**src/rtl/instruction_fetcher_pkg.sv**
```systemverilog
// Shared types for the warp pipeline: warp states, the instruction word and
// the fetcher's own state, which the decoder reads to gate WARP_DECODE.
package instruction_fetcher_pkg;

  typedef enum logic [2:0] {
    WARP_IDLE    = 3'd0,
    WARP_FETCH   = 3'd1,
    WARP_DECODE  = 3'd2,
    WARP_REQUEST = 3'd3,
    WARP_WAIT    = 3'd4,
    WARP_EXECUTE = 3'd5,
    WARP_UPDATE  = 3'd6,
    WARP_DONE    = 3'd7
  } warp_state_t;

  typedef logic [31:0] instruction_t;

  typedef enum logic [1:0] {
    FETCHER_IDLE     = 2'd0,
    FETCHER_FETCHING = 2'd1,
    FETCHER_DONE     = 2'd2
  } fetcher_state_t;

endpackage

```
**src/rtl/instruction_fetcher.sv**
```systemverilog
// Per-warp fetch stage: reads one instruction over a valid/ready handshake,
// with a one-entry last-PC buffer and a saturating stall-cycle counter.
module instruction_fetcher
  import instruction_fetcher_pkg::*;
#(
  parameter int INSTR_ADDR_WIDTH = 12,
  parameter int INSTR_WIDTH      = 32,
  parameter int STALL_CNT_WIDTH  = 16
) (
  input  logic                        clk,
  input  logic                        reset,
  input  warp_state_t                 warp_state,
  input  logic [INSTR_ADDR_WIDTH-1:0] pc,
  input  logic                        invalidate,
  output logic                        instruction_mem_read_valid,
  output logic [INSTR_ADDR_WIDTH-1:0] instruction_mem_read_address,
  input  logic                        instruction_mem_read_ready,
  input  logic [INSTR_WIDTH-1:0]      instruction_mem_read_data,
  output fetcher_state_t              fetcher_state,
  output instruction_t                instruction,
  output logic [STALL_CNT_WIDTH-1:0]  fetch_stall_cycles
);

  fetcher_state_t              r_state;
  logic                        r_read_valid;
  logic [INSTR_ADDR_WIDTH-1:0] r_read_address;
  instruction_t                r_instruction;
  logic [STALL_CNT_WIDTH-1:0]  r_stall_cycles;

  logic                        r_tag_valid;
  logic [INSTR_ADDR_WIDTH-1:0] r_tag;
  instruction_t                r_buf_data;

  logic w_hit;
  logic w_stall_sat;
  logic w_response;

  // Same-cycle invalidate must win over a stale buffer entry.
  assign w_hit       = r_tag_valid && (r_tag == pc) && !invalidate;
  assign w_stall_sat = &r_stall_cycles;
  assign w_response  = (r_state == FETCHER_FETCHING) && instruction_mem_read_ready;

  // NOTE: sequential state uses non-blocking assignments so every register
  // samples pre-edge values; later assignments in this block override earlier ones.
  always_ff @(posedge clk) begin
    if (reset) begin
      r_state        <= FETCHER_IDLE;
      r_read_valid   <= 1'b0;
      r_read_address <= '0;
      r_instruction  <= '0;
      r_stall_cycles <= '0;
      r_tag_valid    <= 1'b0;
    end else begin
      if (invalidate) r_tag_valid <= 1'b0;

      unique case (r_state)
        FETCHER_IDLE: begin
          if (warp_state == WARP_FETCH) begin
            if (w_hit) begin
              r_instruction <= r_buf_data;
              r_state       <= FETCHER_DONE;
            end else begin
              r_read_valid   <= 1'b1;
              r_read_address <= pc;
              r_state        <= FETCHER_FETCHING;
            end
          end
        end

        FETCHER_FETCHING: begin
          if (instruction_mem_read_ready) begin
            r_instruction <= instruction_mem_read_data;
            r_tag_valid   <= !invalidate;
            r_read_valid  <= 1'b0;
            r_state       <= FETCHER_DONE;
          end else if (!w_stall_sat) begin
            r_stall_cycles <= r_stall_cycles + STALL_CNT_WIDTH'(1);
          end
        end

        FETCHER_DONE: begin
          if (warp_state == WARP_DECODE) r_state <= FETCHER_IDLE;
        end

        default: r_state <= FETCHER_IDLE;
      endcase
    end
  end

  // NOTE: buffer payload has no reset; r_tag_valid alone decides whether it is used.
  always_ff @(posedge clk) begin
    if (w_response) begin
      r_buf_data <= instruction_mem_read_data;
      r_tag      <= r_read_address;
    end
  end

  assign instruction_mem_read_valid   = r_read_valid;
  assign instruction_mem_read_address = r_read_address;
  assign fetcher_state                = r_state;
  assign instruction                  = r_instruction;
  assign fetch_stall_cycles           = r_stall_cycles;

endmodule

```
**config.mk**
```make
export PLATFORM = sky130hd
export DESIGN_NAME = instruction_fetcher
export DESIGN_NICKNAME = d
export VERILOG_FILES = /design/src/rtl/instruction_fetcher_pkg.sv /design/src/rtl/instruction_fetcher.sv
export SDC_FILE = /design/constraint.sdc
export NUM_CORES = 1
export LEC_CHECK = 0
export BUFFER_PORTS_ARGS = -buffer_cell sky130_fd_sc_hd__buf_2
export CAP_MARGIN = 20
export CORE_ASPECT_RATIO = 0.75
export CORE_MARGIN = 2
export CORE_UTILIZATION = 56
export CTS_BUF_LIST = sky130_fd_sc_hd__clkbuf_2
export CTS_CLUSTER_SIZE = 14
export DETAILED_ROUTE_END_ITERATION = 7
export GPL_ROUTABILITY_DRIVEN = 0
export PLACE_DENSITY_LB_ADDON = 0.2
export SYNTH_ARGS = -nofsm -noshare
export SYNTH_HDL_FRONTEND = slang
export SYNTH_SLANG_ARGS = --single-unit
```
**constraint.sdc**
```tcl
create_clock -name clk -period 2.4 [get_ports clk]
set_input_delay 0.48 -clock clk [delete_from_list [all_inputs] [get_ports clk]]
set_output_delay 0.48 -clock clk [all_outputs]
set_load 0.005 [all_outputs]
```
==> After elaboration in Yosys (flattened, before gate mapping) <==
Cells that the tools add are included.
{ "totals": {"input_bits": 51, "elab_cells": 50, "reg_bits": 108, "output_inout_bits": 63} }
{ "classes": {"n_mux": 16, "reduce_logical": 12, "bitwise": 3, "eq_ne": 10, "n_addsub": 1} }
{ "ops": {"columns": ["cell", "count"], "rows": [
  ["32-bit two-way mux", 3],
  ["32-bit case mux with 2 select lines", 1],
  ["16-bit by 1-bit adder with 16-bit output, second input constant", 1],
  ["16-bit AND reduction", 1],
  ["12-bit == test", 1],
  ["2-bit inequality test, second input constant", 5],
  ["3-bit AND reduction", 3],
  ["2-bit two-way mux", 4],
  ["4-bit AND reduction", 2],
  ["1-bit two-way mux", 6],
  ["2-bit case mux with 3 select lines", 1],
  ["3-bit by 1-bit == test with 1-bit output, second input constant", 1],
  ["3-bit by 2-bit == test with 1-bit output, second input constant", 1],
  ["1-bit logical AND", 3],
  ["1-bit NOT", 3],
  ["2-bit by 1-bit == test with 1-bit output, second input constant", 1],
  ["2-bit == test, second input constant", 1],
  ["2-bit zero test", 1],
  ["1-bit case mux with 2 select lines", 1],
  ["2-bit nonzero test", 1],
  ["1-bit zero test", 1]
]} }

==> Depth between registers and ports, before layout <==
{ "logic_depth": {"word_depth": 6, "mapped_depth": 8, "ltp_nobuf": 6} }

==> Worst setup path before layout <==
No wires, ideal clock.
{ "synth_timing": {"path_type": "flip-flop to flip-flop", "from": "register r_state[0] (netlist: fetcher_state[0])", "to": "register r_buf_data[0] (enable)", "n_path_buf": 1, "setup_time_ns": 0.399, "required_ns": 2.001, "t_arrival_ns": 1.754, "synth_period_minus_slack_ns": 2.153, "path_stages_with_launch": 5, "slack_ns": 0.247, "path_cell_list": "dfxtp_1 nor2b_1 buf_2 nand2_1 inv_1"} }
{ "synth_between": {"elab_chain_cells": 2} }
{ "synth_lines": {"columns": ["item", "line_no", "rtl"], "rows": [
  ["from (decl)", "instruction_fetcher.sv:24", "fetcher_state_t r_state;"],
  ["from (signal assigned)", "instruction_fetcher.sv:47", "r_state <= FETCHER_IDLE;"],
  ["from (signal assigned)", "instruction_fetcher.sv:61", "r_state <= FETCHER_DONE;"],
  ["from (signal assigned)", "instruction_fetcher.sv:65", "r_state <= FETCHER_FETCHING;"],
  ["2-bit by 1-bit == test with 1-bit output", "instruction_fetcher.sv:41", "assign w_response = (r_state == FETCHER_FETCHING) && instruction_mem_read_ready;"],
  ["1-bit logical AND", "instruction_fetcher.sv:41", null],
  ["net w_response", "instruction_fetcher.sv:36", "logic w_response;"],
  ["to (signal assigned)", "instruction_fetcher.sv:93", "r_buf_data <= instruction_mem_read_data;"],
  ["to (decl)", "instruction_fetcher.sv:32", "instruction_t r_buf_data;"]
]} }
The timed path passes the listed nets, and every way through them passes these cells.
A chain may end at the register's enable or synchronous reset.

==> Final worst setup path <==
{ "layout_timing": {"from": "register r_state[0] (netlist: fetcher_state[0])", "to": "register r_instruction[12] (netlist: instruction[12])"} }
{ "layout_between": {"elab_chain_cells": 3, "word_cells_on_any_way": 8, "cone_classes": "4 x eq/ne; 1 x mux; 3 x reduce/logical"} }
{ "layout_lines": {"columns": ["item", "line_no", "rtl"], "rows": [
  ["2-bit by 1-bit == test with 1-bit output or 2-bit zero test (tied branches)", "instruction_fetcher.sv:56", "unique case (r_state)"],
  ["2-bit inequality test (no line) or 2-bit nonzero test (tied branches)", null, null],
  ["4-bit AND reduction (no line)", null, null],
  ["to (signal assigned)", "instruction_fetcher.sv:60", "r_instruction <= r_buf_data;"],
  ["to (signal assigned)", "instruction_fetcher.sv:72", "r_instruction <= instruction_mem_read_data;"],
  ["to (decl)", "instruction_fetcher.sv:27", "instruction_t r_instruction;"]
]} }
Parallel ways exist; a longest one is shown, timed or not.

==> results.md <==
* Crit Path Class: register to register
* RSZ-0062 raised after global routing: no
* Via density at 6.059
* Seq/Total Area, Yosys at 0.5136
* Final #Nets at 681
* Die ar. at 0.009834 sq mm
* Routed wire length at 12.65 mm
* First-pass GRT wire length at 20.03 mm
* Chip height at 86.38 um
* I/O pin cnt at 114
* Worst-Margin Slew at 0.9843 ns
* Synthesis-to-layout area growth at 16.86%
* Clock sink count at 108
* # rows at 30
* P per Cell Area at 529.8 mW/mm^2
* Mapped cell area at 0.005067 sq mm
* Worst-path clk slew at 0.27 ns
* Critical path startpoint category: register
* Clock Latency Late Sink at 0.59 ns
* Number of max-cap violations at 0
* CTS tree: yes
* Worst hold start: instruction_mem_read_data[17]
* Htree depth at 3
* Fill count at 727
* Remaining Overflow, GRT at 0
* Fmax at 490.6 MHz
* GRT Overall Usage at 0.2562
* Crit end category: register
* Diodes inserted at 0
* CP required at 2.93 ns
* Via count at 4,520
* Reg-to-Reg Start: fetcher_state[0]
* Final setup viols at 0
* Main synth FF type: dfxtp_1
* Post-Layout Cell Count at 746
* Largest net degree at the start of global routing at 65
* Clock tree buffer depth at 2
* Starting density of the core at 0.5672
* Vias in the first global route at 4,080
* #FFs+latches synth at 108
* Cts repair resizes at 0
* Mapped Nets at 581
* Worst Hold Class: input pin to register
* Seq. cell area at 0.002603 sq mm
* Max-slew violations at 0
* Warnings, synthesis at 0
* Mapped Avg Cell Area at 9.579 sq um
* PnR worst setup slack at 0.3618 ns
* Initial antenna violation count at 0
* Clock root cell: clkbuf_2
* Average routed wire per standard cell at 16.96 um
* Hold_buf cts at 1
* Residual DRC at 0
* Fin Setup TNS at 0 ns
* Leakage at 2.247 nW
* Setup crit start: fetcher_state[0]
* Setup bufs post-CTS at 0
* Final min period at 2.038 ns
* Dpl cells at 720
* Outcome: complete, no violations
* CTS Buf Count at 9
* Count of input and output buffers at 113
* Starting DRT DRC Count at 411
* Clk_skew at 0.01271 ns
* Core footprint at 0.008934 sq mm
* Worst vdd ir at 0.3513 mV
* Pre-CTS setup slack at 0.3495 ns
* Worst EP arrival at 2.57 ns
* Post-synth EDFFs at 44
* Mapped Cells at 529
* DRT Pass-1 Iters at 5
* Multi-input logic area at 0.002258 sq mm
* DP HPWL at 7.940 mm
* CP Max Fanout at 20
* Final count of hold timing violations at 0
* Die X at 113.8 um
* Worst rel slew slack at 0.3431
* Asr flop ratio synth at 0
* Crit share post-route at 0.8493
* Unique masters post-synth at 42
* Share of layout cells above drive strength 1 at 0.2382
* Post-DRT Antenna Nets at 0
* Hold_ws at 0.05971 ns
-- where the power goes --
group | internal [mW] | switching, mW | leakage (nW)
clock | 0.241 | 0.582 | 0.0633
combinational | 0.134 | 0.187 | 1.28
sequential | 1.96 | 0.0332 | 0.907
total | 2.33 | 0.802 | 2.25
-- cells in the final DEF (no fill, tap or decap), types with 4 or more instances in the layout --
| cell | netlist | final |
|---|---|---|
| a21o_1 | 33 | 33 |
| a21oi_1 | 37 | 37 |
| a31oi_1 | 34 | 34 |
| buf_12 | 0 | 4 |
| buf_2 | 9 | 113 |
| buf_4 | 0 | 7 |
| clkbuf_2 | 0 | 11 |
| dfxtp_1 | 64 | 64 |
| dlygate4sd3_1 | 0 | 10 |
| edfxtp_1 | 44 | 44 |
| mux2i_1 | 13 | 13 |
| nand2_1 | 94 | 94 |
| nand3_1 | 39 | 38 |
| nand4_1 | 5 | 5 |
| nor2_1 | 19 | 18 |
| nor3_1 | 9 | 9 |
| o21ai_0 | 6 | 6 |
| o221ai_1 | 32 | 32 |
| xnor2_1 | 6 | 6 |
| xor2_1 | 15 | 15 |
-- critical path: stages (launching register included) --
cell and delay [ns]:
dfxtp_1 0.47, nor2b_2 0.23, nor2_2 0.76, buf_4 0.35, nand3_1 0.10, o221ai_1 0.08
-- area by class of cell --
type                    count  area share
clock buffers              11    0.009296
well taps                 112     0.02366
multi-input cells         372      0.3814
inverters                   4    0.002535
clock inverters             5    0.008874
repair buffers            134      0.1348
flip-flops and latches    108      0.4395
-- synth_stat cells (2+ instances only) --
master | count | share of area
nand2_1 | 94 | 0.070
dfxtp_1 | 64 | 0.25
edfxtp_1 | 44 | 0.26
nand3_1 | 39 | 0.039
a21oi_1 | 37 | 0.037
a31oi_1 | 34 | 0.042
a21o_1 | 33 | 0.049
o221ai_1 | 32 | 0.055
clkbuf_1 | 29 | 0.021
nor2_1 | 19 | 0.014
xor2_1 | 15 | 0.026
mux2i_1 | 13 | 0.026
buf_2 | 9 | 0.0089
nor3_1 | 9 | 0.0089
o21ai_0 | 6 | 0.0059
xnor2_1 | 6 | 0.010
nand4_1 | 5 | 0.0062
buf_1 | 4 | 0.0030
and4_1 | 3 | 0.0052
buf_6 | 3 | 0.0067
inv_1 | 3 | 0.0022
a211oi_1 | 2 | 0.0030
nand2b_1 | 2 | 0.0025
nor2b_1 | 2 | 0.0025
nor4_2 | 2 | 0.0049
nor4b_2 | 2 | 0.0059
o21a_1 | 2 | 0.0030
or3_1 | 2 | 0.0025
-- metal layers --
metal	vias to the layer above	GRT usage	share of wire
met5	-	0	0
met1	2185	0.3538	0.46
met4	0	0.06984	0.010
met3	16	0.06224	0.063
li1	2161	-	-
met2	158	0.4083	0.46
-- sequential cells by signal (all words and copies together), names as in the netlist --
register	count
fetch_stall_cycles	16
fetcher_state	2
instruction	32
instruction_mem_read_address	12
instruction_mem_read_valid	1
r_buf_data	32
r_tag	12
r_tag_valid	1
-- final timing paths --
check | endpoint | slack (ns) | cells past startpoint
worst min-delay path | r_buf_data[17] | 0.06 | 1
worst min register to register | instruction_mem_read_address[3] | 0.49 | 2
worst max-delay path | instruction[12] | 0.36 | 5
worst max register to register | instruction[12] | 0.36 | 5
-- cells by family after synthesis --
kind of cell	Yosys count	share of synthesized area
and+or+nand+nor	187	0.1773
AOI/OAI and AO/OA	150	0.2017
DFF	108	0.5136
buffers and inverters	49	0.04296
xor gates and xnor gates	21	0.03630
muxes	13	0.02568
adders and majority gates	1	0.002469
-- per-stage QoR --
step	cell area, sq um	total power [mW]	util
after global placement	5714	2.322	0.6396
after floorplan	5067	2.191	-
after global routing	5922	3.261	0.6629
after CTS	5832	3.141	0.6528
final	5922	3.137	0.6629
after detailed placement	5714	2.333	0.6396
Power figures use the tool's default switching activity.
